$ cat src/rtl/lc3_pkg.sv
// Shared types and constants for the LC3 fetch stage.
//   fetch_state_t : fetch FSM state encoding
//   lc3_word_t    : 16-bit LC3 machine word
//   LC3_PC_RESET  : PC value loaded on reset
package lc3_pkg;

    typedef enum logic [1:0] {
        S_BOOT  = 2'd0,
        S_RUN   = 2'd1,
        S_FLUSH = 2'd2
    } fetch_state_t;

    typedef logic [15:0] lc3_word_t;

    localparam lc3_word_t LC3_PC_RESET = 16'h3000;

endpackage

$ cat src/rtl/lc3_pc_reg.sv
// LC3 program counter register.
//   i_clk       : clock, state updates on posedge
//   i_rst       : synchronous active-high reset, loads PC_RESET
//   i_update    : advance (pc+1) or redirect (taddr) this cycle
//   i_br_taken  : select i_taddr instead of pc+1 when i_update is set
//   i_taddr     : branch target
//   o_pc        : current PC
//   o_pc_inc    : pc+1, modulo 2^ADDR_W
module lc3_pc_reg
    import lc3_pkg::*;
#(
    parameter int unsigned        ADDR_W   = 16,
    parameter logic [ADDR_W-1:0]  PC_RESET = LC3_PC_RESET
) (
    input  logic              i_clk,
    input  logic              i_rst,
    input  logic              i_update,
    input  logic              i_br_taken,
    input  logic [ADDR_W-1:0] i_taddr,
    output logic [ADDR_W-1:0] o_pc,
    output logic [ADDR_W-1:0] o_pc_inc
);

    logic [ADDR_W-1:0] r_pc;

    // Natural overflow gives the required FFFF -> 0000 wrap.
    assign o_pc_inc = r_pc + ADDR_W'(1);
    assign o_pc     = r_pc;

    always_ff @(posedge i_clk) begin
        if (i_rst) begin
            r_pc <= PC_RESET;
        end else if (i_update) begin
            r_pc <= i_br_taken ? i_taddr : o_pc_inc;
        end
    end

endmodule

$ cat src/rtl/lc3_fetch_stage.sv
// LC3 instruction-fetch stage: owns the PC, issues imem reads (1-cycle latency)
// and presents fetched instructions to decode. A taken branch squashes the
// read issued in the same cycle.
// Optional build macro: LC3_FETCH_PERF_EN adds fetch_cnt / squash_cnt.
// Ports:
//   clock, reset        : clock and synchronous active-high reset
//   enable_updatePC     : advance or redirect PC this cycle
//   enable_fetch        : issue an imem read this cycle
//   br_taken, taddr     : taken-branch indication and target
//   imem_dout           : imem read data, valid one cycle after imem_rd
//   imem_rd, imem_addr  : imem read strobe and address (= pc)
//   pc                  : current PC
//   npc_in, Instr_dout  : PC+1 and instruction presented to decode
//   enable_decode       : npc_in / Instr_dout valid this cycle
//   fetch_cnt           : (perf) cycles with enable_decode=1, saturating
//   squash_cnt          : (perf) squashed requests, saturating
module lc3_fetch_stage
    import lc3_pkg::*;
#(
    parameter lc3_word_t   PC_RESET = LC3_PC_RESET,
    parameter int unsigned ADDR_W   = 16
) (
    input  logic              clock,
    input  logic              reset,
    input  logic              enable_updatePC,
    input  logic              enable_fetch,
    input  logic              br_taken,
    input  logic [ADDR_W-1:0] taddr,
    input  logic [ADDR_W-1:0] imem_dout,
    output logic              imem_rd,
    output logic [ADDR_W-1:0] imem_addr,
    output logic [ADDR_W-1:0] pc,
    output logic [ADDR_W-1:0] npc_in,
    output logic [ADDR_W-1:0] Instr_dout,
    output logic              enable_decode
`ifdef LC3_FETCH_PERF_EN
    ,
    output logic [31:0]       fetch_cnt,
    output logic [15:0]       squash_cnt
`endif
);

    fetch_state_t      r_state;
    fetch_state_t      w_state_next;
    logic              w_active;
    logic              w_pc_update;
    logic              w_taken;
    logic [ADDR_W-1:0] w_pc;
    logic [ADDR_W-1:0] w_pc_inc;

    logic              r_req_v;
    logic [ADDR_W-1:0] r_req_npc;
    logic [ADDR_W-1:0] r_npc_hold;
    logic [ADDR_W-1:0] r_instr_hold;

    // The PC is frozen during the boot cycle so the first read targets PC_RESET.
    assign w_active    = (r_state != S_BOOT);
    assign w_pc_update = enable_updatePC & w_active;
    assign w_taken     = br_taken & w_pc_update;

    lc3_pc_reg #(
        .ADDR_W   (ADDR_W),
        .PC_RESET (PC_RESET)
    ) u_pc_reg (
        .i_clk      (clock),
        .i_rst      (reset),
        .i_update   (w_pc_update),
        .i_br_taken (br_taken),
        .i_taddr    (taddr),
        .o_pc       (w_pc),
        .o_pc_inc   (w_pc_inc)
    );

    assign pc        = w_pc;
    assign imem_addr = w_pc;

    always_ff @(posedge clock) begin
        if (reset) begin
            r_state <= S_BOOT;
        end else begin
            r_state <= w_state_next;
        end
    end

    always_comb begin
        w_state_next = r_state;
        imem_rd      = 1'b0;
        unique case (r_state)
            S_BOOT: begin
                w_state_next = S_RUN;
            end
            S_RUN, S_FLUSH: begin
                imem_rd      = enable_fetch;
                w_state_next = w_taken ? S_FLUSH : S_RUN;
            end
            default: begin
                w_state_next = S_BOOT;
            end
        endcase
    end

    // Request tracking plus hold registers that keep the last presented
    // instruction visible while decode is idle.
    always_ff @(posedge clock) begin
        if (reset) begin
            r_req_v      <= 1'b0;
            r_req_npc    <= '0;
            r_npc_hold   <= '0;
            r_instr_hold <= '0;
        end else begin
            r_req_v   <= imem_rd & ~w_taken;
            r_req_npc <= w_pc_inc;
            if (r_req_v) begin
                r_npc_hold   <= r_req_npc;
                r_instr_hold <= imem_dout;
            end
        end
    end

    assign enable_decode = r_req_v;
    assign npc_in        = r_req_v ? r_req_npc : r_npc_hold;
    assign Instr_dout    = r_req_v ? imem_dout : r_instr_hold;

`ifdef LC3_FETCH_PERF_EN
    logic [31:0] r_fetch_cnt;
    logic [15:0] r_squash_cnt;

    always_ff @(posedge clock) begin
        if (reset) begin
            r_fetch_cnt  <= '0;
            r_squash_cnt <= '0;
        end else begin
            if (r_req_v && (r_fetch_cnt != '1)) begin
                r_fetch_cnt <= r_fetch_cnt + 32'd1;
            end
            if (imem_rd && w_taken && (r_squash_cnt != '1)) begin
                r_squash_cnt <= r_squash_cnt + 16'd1;
            end
        end
    end

    assign fetch_cnt  = r_fetch_cnt;
    assign squash_cnt = r_squash_cnt;
`endif

endmodule

$ cat config.mk
export PLATFORM = sky130hd
export DESIGN_NAME = lc3_fetch_stage
export DESIGN_NICKNAME = d
export VERILOG_FILES = /design/src/rtl/lc3_pkg.sv /design/src/rtl/lc3_pc_reg.sv /design/src/rtl/lc3_fetch_stage.sv
export SDC_FILE = /design/constraint.sdc
export NUM_CORES = 1
export LEC_CHECK = 0
export CAP_MARGIN = 10
export CORE_ASPECT_RATIO = 1.1
export CORE_MARGIN = 2
export CORE_UTILIZATION = 46
export DETAILED_ROUTE_END_ITERATION = 8
export PLACE_DENSITY = 0.8
export SKIP_CTS_REPAIR_TIMING = 1
export SYNTH_ARGS = -nofsm -noshare
export SYNTH_HDL_FRONTEND = slang
export SYNTH_SLANG_ARGS = --single-unit
$ cat constraint.sdc
create_clock -name clock -period 2.02 [get_ports clock]
set_input_delay 0.606 -clock clock [delete_from_list [all_inputs] [get_ports clock]]
set_output_delay 0.606 -clock clock [all_outputs]
set_load 0.05 [all_outputs]
==> impl_summary.md, run 1 <==
Global route
Across every metal layer, demand over resource in global routing totals 0.207. The global route total overflow is 0. The number of global-route vias before repair came to 2776. The number of antenna violations at the first check in global routing came to 0. The first global-routing pass estimated 12800 µm of wire. The maximum number of pins on one net before global-route repair is 25.

Die
The y dimension of the die is 91.1 µm. The number of ports placed on the die boundary is 103. The initial core utilization is 0.479.

The area of the die is 7580 µm². The floorplan has 31 rows. From left edge to right edge, the die measures 83.2 µm. The area of the core region is 6630 µm².

Synth
After synthesis the netlist holds a flip-flop and latch count of 67. The async set or reset register ratio after synthesis is 0. Counting every instance in the synthesized netlist gives 341.

The number of nets in the synthesized netlist is 381. The count of flip-flops with a built-in enable after synthesis is 0. The Yosys step of the flow raised 0 warnings. The synthesized netlist contains 51 unique library cells. The cell area after synthesis is 3180 µm². The primary flip-flop cell chosen by synthesis mapping is dfxtp_1. The part of the Yosys area used for sequential elements is 0.422.

Each instance of the synthesized netlist takes up on average 9.31 µm².

Timing
Between clock sinks in the finished design, the worst skew comes to 0.00468 ns. Once routing completed, OpenROAD measured the worst setup slack at -0.161 ns. Based on the critical path, the design can be clocked at up to 0.459 GHz. Setup repair after global routing could not meet its margin everywhere. Setup violations remaining at the end of the flow were counted as 30. The tightest slew margin relative to the limit is 0.717. The max-slew violation count came to 0. The post-layout minimum cycle time is 2.18 ns. Dividing the final minimum period by the clock period gives 1.08.

The actual transition at the worst max-transition pin is 0.424 ns. The final number of hold-violating endpoints is 0. The worst hold slack is 0.574 ns.

Setup path
The launching element type of the critical path is a primary input. The worst register-to-register path begins at u_pc_reg.o_pc[0]. The maximum fanout along the worst path is 2. The critical path ends at Instr_dout[7]. The most critical setup path has its startpoint at imem_dout[7]. The signal on the critical path passes through clkdlybuf4s50_1 -> mux2_4 -> buf_12. The largest single stage delay on the critical path is 0.48 ns. The startpoint-to-endpoint class of the critical path is in2out.

The worst setup slack for register-to-register paths is 0.36 ns. The capture instance of the worst register-to-register path is u_pc_reg.o_pc[10]. STA classifies the critical path endpoint as an output port. At the worst endpoint, the arrival time is 1.57 ns.

The slowest stage of the critical path belongs to the cell clkdlybuf4s50_1. The depth of the worst register-to-register path is 5. The worst endpoint required time is 1.41 ns.

Pwr
The worst-case IR drop observed on VDD is 0.000437 V. The ratio of total power to cell area is 633 nW/µm². The leakage component of the power is 2.11 nW.

Drt
The detailed router finished its first iteration with 120 violations. The number of detailed-routing iterations run before antenna repair is 4. In the final routed layout, each cell accounts on average for 16.1 µm.

The count of nets left with antenna violations after detail routing is 0. The detailed-route via count is 2845. Wires add up to 8520 µm. For this run, design rule violations remaining after detail routing come to 0.

Dividing the detail-routed via count by the number of cells gives 5.36.

Clocking
The sink count of the clock tree is 67. Counting the buffers created by CTS gives 9. After clock tree synthesis, the clock-pin slew on the worst setup and hold paths is 0.07 ns. For the worst-skew pair, the clock arrives at the later sink with an insertion delay of 0.33 ns. The TritonCTS clock tree is yes. The maximum root-to-sink buffer count is 2.

The H-tree level count is 3. The root cell of the clock tree is clkbuf_8.

Finish
The final design instance area without fill is 5190 µm². The number of nets in the final layout is 484. In the final layout, the share of cells above drive strength 1 is 0.352. The post-route non-filler standard cell count is 531. The antenna diode instance count is 0. Relative to the synthesized area, the layout overhead comes to 63.6%.

Run
The max-cap violation count is 0.

Run status
The final reports fail on negative setup slack. The flow ran to the end, but the final reports show violations.

Hold path
The worst hold path belongs to the class reg2reg.

Placement
The final estimated routing congestion in global placement is 0.797. In this run the tool buffered the top-level ports with 102 buffer cells. The instance area after placement is 4700 µm². The post-placement cell count is 508. The placed wire-length estimate is 5600 µm.
## critical path: cells and delay by family
kind	cells	cell delay, ns
buffers and inverters	2	0.64
multiplexers	1	0.33
## synthesized netlist by cell type, types with 3 or more instances
library cell,n,area (µm²)
dfxtp_1,67,1340
mux2_2,29,327
and2_1,27,169
nor2_1,25,93.8
nand2_1,22,82.6
clkbuf_1,19,71.3
buf_4,17,128
a21oi_1,14,70.1
buf_2,9,45.0
o21ai_0,9,45.0
xnor2_1,9,78.8
nand3_1,8,40.0
nor2b_1,8,50.1
nor3_1,8,40.0
a31oi_1,6,37.5
and3_1,4,25.0
inv_1,4,15.0
nor4_1,4,25.0
xor2_1,4,35.0
a22oi_1,3,22.5
ha_1,3,37.5
mux2_1,3,33.8
nand4_1,3,18.8
o41ai_1,3,26.3
or3_1,3,18.8
## sequential cells by signal, summed over array words and instances, names as in the netlist
signal and count:
u_pc_reg.o_pc 16, r_instr_hold 16, r_req_npc 16, r_state 2, r_npc_hold 16, enable_decode 1
## routing by layer
layer,global-route usage,wire length [µm],vias to the layer above
met2,0.327,4280,93
met1,0.263,3650,1374
met3,0.0391,432,12
met5,0,0,-
li1,-,-,1366
met4,0.119,155,0
## cell families after synthesis
group           count (synthesis)  synth area share
simple gates                  129             0.237
flops                          67             0.422
buf+inv                        49            0.0816
compound gates                 47            0.0946
mux                            33             0.117
xor+xnor                       13            0.0359
fa+ha+maj                       3            0.0118
## where the power goes
part,total (mW),leakage [nW],internal [mW],switching [mW]
Combinational,0.825,1.47,0.405,0.420
Clock,1.06,0.0971,0.567,0.495
Sequential,1.40,0.545,1.37,0.0328
## cells in the final DEF, fill, tap and decap left out, types with 4 or more instances in the layout
cell,count
o21ai_0,9
clkbuf_8,9
clkdlybuf4s50_1,36
buf_6,4
buf_4,35
a31oi_1,6
mux2_4,29
xnor2_1,9
nand3_1,8
and3_1,4
nor2_1,25
nor4_1,4
dfxtp_1,65
nand2_1,22
a21oi_1,14
nor3_1,8
xor2_1,4
nor2b_1,8
inv_1,4
buf_12,48
and2_1,26
buf_8,12
## layout make-up
class	instances	area, µm²
timing repair buffer	137	1860
sequential	67	1350
tap	82	103
inverter	4	15.0
clock buffer	11	131
fill	380	1440
multi-input combinational	225	1690
clock inverter	5	53.8
## how the worst min path moves through the flow
stage / end / cells after the start / from
finish: r_state[0] / 2 / r_state[0]
global route: r_npc_hold[7] / 2 / r_req_npc[7]
CTS: r_npc_hold[7] / 2 / r_req_npc[7]
detailed placement: r_npc_hold[7] / 2 / r_req_npc[7]
global placement: r_npc_hold[3] / 2 / r_req_npc[3]
floorplan: r_state[1] / 2 / r_state[1]
## metrics by stage
stage	util	TNS, ns	power [mW]	setup slack (ns)
finish	0.783	-1.11	3.29	-0.161
global route	0.783	-2.24	3.40	-0.171
CTS	0.737	-2.97	3.25	-0.128
detailed placement	0.709	-0.845	2.21	-0.0651
global placement	0.709	-0.606	2.19	-0.0541
floorplan	-	0	1.84	0.0370
Power figures use the tool's default switching activity.
==> inputs of run 2 (changes only) <==
--- a/config.mk
+++ b/config.mk
@@ -9,6 +9,7 @@
 export CORE_ASPECT_RATIO = 1.1
 export CORE_MARGIN = 2
 export CORE_UTILIZATION = 46
+export CTS_CLUSTER_SIZE = 24
 export DETAILED_ROUTE_END_ITERATION = 8
 export PLACE_DENSITY = 0.8
 export SKIP_CTS_REPAIR_TIMING = 1
==> results of run 2 <==
No change in the layout: final DEF, timing and power equal those of run 1.
==> inputs of run 3 (changes only) <==
==> constraint.sdc (replaced) <==
create_clock -name clock -period 2.2 [get_ports clock]
set_input_delay 0.66 -clock clock [delete_from_list [all_inputs] [get_ports clock]]
set_output_delay 0.66 -clock clock [all_outputs]
set_load 0.05 [all_outputs]
==> run 3 against run 2 <==
The run now ends clean. Combinational power down 24%. Clock power about the same. Sequential share of layout area grew 3.5 points. Clock skew about the same. Critical path depth is the same. Count of clock-buffer cells in the layout decreased by 1. Critical path type unchanged. Largest cell class is now multi-input gates.
==> impl_summary.md, run 3 (synthesized netlist as in run 1, its figures left out) <==
Die
The number of ports placed on the die boundary is 103. For this configuration, the core starts out at a cell density of 0.479. After floorplanning, the core was sized to cover 6630 µm².

The floorplan step set the die width to 83.2 µm. The die is 91.1 µm tall. The area of the die is 7580 µm².

The floorplan has 31 rows.

Drt
In the final routed layout, each cell accounts on average for 14.4 µm. The overall routed net length is 7470 µm. The post-detailed-route DRC marker count is 0.

Once detail routing completed, the nets flagged for antenna violations numbered 0. The detailed-route via count is 2722. Dividing the detail-routed via count by the number of cells gives 5.26. For this block, the initial DRC count from the detailed router was 85. The number of detailed-routing iterations run before antenna repair is 5.

Timing
Counting I/O delays and the setup requirement, the final critical path takes 2.19 ns. In the finished design, the share of the clock period the worst path needs comes to 0.995. The final number of hold-violating endpoints is 0. The final critical-path setup slack is 0.0103 ns.

The final count of negative-setup-slack endpoints is 0. Final hold analysis gives a worst-case slack of 0.586 ns. Derived from the worst setup path, the maximum achievable clock frequency is 0.457 GHz. For the pin with the worst max-slew slack, the measured transition is 0.411 ns.

Setup repair after global routing could not meet its margin everywhere. After routing, the total negative slack on setup checks comes to 0 ns. The tightest slew margin relative to the limit is 0.725.

The max-slew violation count was 0. The clock arrives with 0.00504 ns of skew.

Pwr
In this run the static leakage power is 1.89 nW. In this run the power density over the cells is 646 nW/µm². The analysis attributes to net switching a power of 0.859 mW. The share of total power dissipated in the clock network is 0.349. The net switching fraction of the power is 0.292.

The share of total power dissipated in combinational logic is 0.213. The worst-case vdd ir drop is 0.000330 V. The share of total power dissipated in sequential elements is 0.438. The total internal power is 2.09 mW.

Summing internal, switching and leakage power gives 2.95 mW.

Clocking
The TritonCTS clock tree is yes. The maximum root-to-sink buffer count is 2. After clock tree synthesis, the clock-pin slew on the worst setup and hold paths is 0.07 ns. TritonCTS created 9 clock buffers. The H-tree level count is 3. Clock latency on the worst-skew pair, taken at its later pin, is 0.33 ns. The root cell of the clock tree is clkbuf_8.

For this design, the sink count on the clock tree is 67.

Setup path
STA classifies the critical path startpoint as a primary input. The startpoint-to-endpoint class of the critical path is in2out. The origin of the critical flop-to-flop path is u_pc_reg.o_pc[2].

The maximum fanout along the worst path is 2. On the critical path, the stage with the largest delay is an instance of clkdlybuf4s50_1. The delay of the slowest critical-path stage is 0.40 ns. The critical path starts at imem_dout[14]. Data on the critical path arrives at its endpoint at 1.53 ns. Data on the critical path is required at its endpoint by 1.54 ns.

The critical path goes through clkdlybuf4s50_1 -> mux2_2 -> buf_12. The family with the most delay on the worst path is buffers and inverters. STA classifies the critical path endpoint as an output port. Together, buffers and inverters on the worst path number 2.

Finish
The library cell used most frequently in the layout, excluding fill and tap cells, is dfxtp_1. Of the cells placed in the final design, the portion with a size suffix greater than 1 is 0.324. The post-route non-filler standard cell count is 517. Leaving out fill and tap cells, the most frequent cells in the layout are 66 x dfxtp_1, 64 x buf_4, 36 x clkdlybuf4s50_1. For this run, the post-layout net count is 470. The antenna diode instance count is 0. The area growth from synthesis to layout is 43.7%.

Hold path
The min-delay analysis places its worst path in the category reg2reg. The hold path startpoint is r_req_npc[3].

Run
Across the run, the number of max-cap violations was 0.

Global route
Entering global routing, the biggest net connects 34 pins. The number of antenna violations at the first check in global routing came to 0. The first-pass GRT wire length is 12500 µm. The number of global-route vias before repair is 2703.

For this run, the total global-route usage over all layers was measured as 0.201. The global route total overflow is 0.

Placement
The final estimated routing congestion in global placement is 0.838. The number of placed instances, taps included, is 501. The worst setup slack before clock tree synthesis is 0.00394 ns. The count of buffers added on input and output ports is 102.

Summed over all nets, the half-perimeter wirelength after detailed placement is 5270 µm.

Run status
The flow ran to the end, and the final reports show no timing, DRC or antenna violations.
## run 3: cell types whose count changed in the layout (fill, tap and decap cells not counted), sizes merged
cell and delta:
clkbuf -3, buf -12, clkinvlp +1
## run 3: stage by stage
stage | cell area [µm²] | util
CTS | 4540 | 0.684
global route | 4560 | 0.688
finish | 4560 | 0.688
global placement | 4340 | 0.654
detailed placement | 4340 | 0.654
floorplan | 3180 | -
## run 3: routing by layer
layer / GRT usage / vias to the layer above / routed length [µm]
met3: 0.0482 / 11 / 455
met5: 0 / - / 0
met1: 0.241 / 1254 / 3270
li1: - / 1351 / -
met2: 0.347 / 106 / 3640
met4: 0.0765 / 0 / 104
## run 3: worst paths after layout
kind | slack [ns] | cells after the start | to
max | 0.01 | 3 | Instr_dout[14]
min | 0.59 | 2 | r_npc_hold[3]
max reg2reg | 0.49 | 4 | u_pc_reg.o_pc[13]
min reg2reg | 0.59 | 2 | r_npc_hold[3]
## run 3: layout make-up
type | instances | area [µm²]
inverters | 4 | 15.0
clock inverters | 6 | 65.1
flip-flops and latches | 67 | 1340
fillers | 526 | 2070
repair buffers | 123 | 1300
clock buffers | 10 | 138
well taps | 82 | 103
multi-input cells | 225 | 1600
## run 3: worst register-to-register path, delay by kind of cell, from the launching register on
family          cells  cell delay, ns
compound gates      1            0.32
flops               1            0.56
simple gates        3            0.72
## run 3: power groups by stage
| stage | clock network (mW) | registers, mW | logic (mW) |
|---|---|---|---|
| 2_1_floorplan | 0 | 1.36 | 0.323 |
| 3_5_place_dp | 0 | 1.32 | 0.624 |
| 5_1_grt | 1.11 | 1.30 | 0.661 |
| 4_1_cts | 1.05 | 1.29 | 0.627 |
| 3_3_place_gp | 0 | 1.32 | 0.615 |
| 6_report | 1.03 | 1.29 | 0.627 |
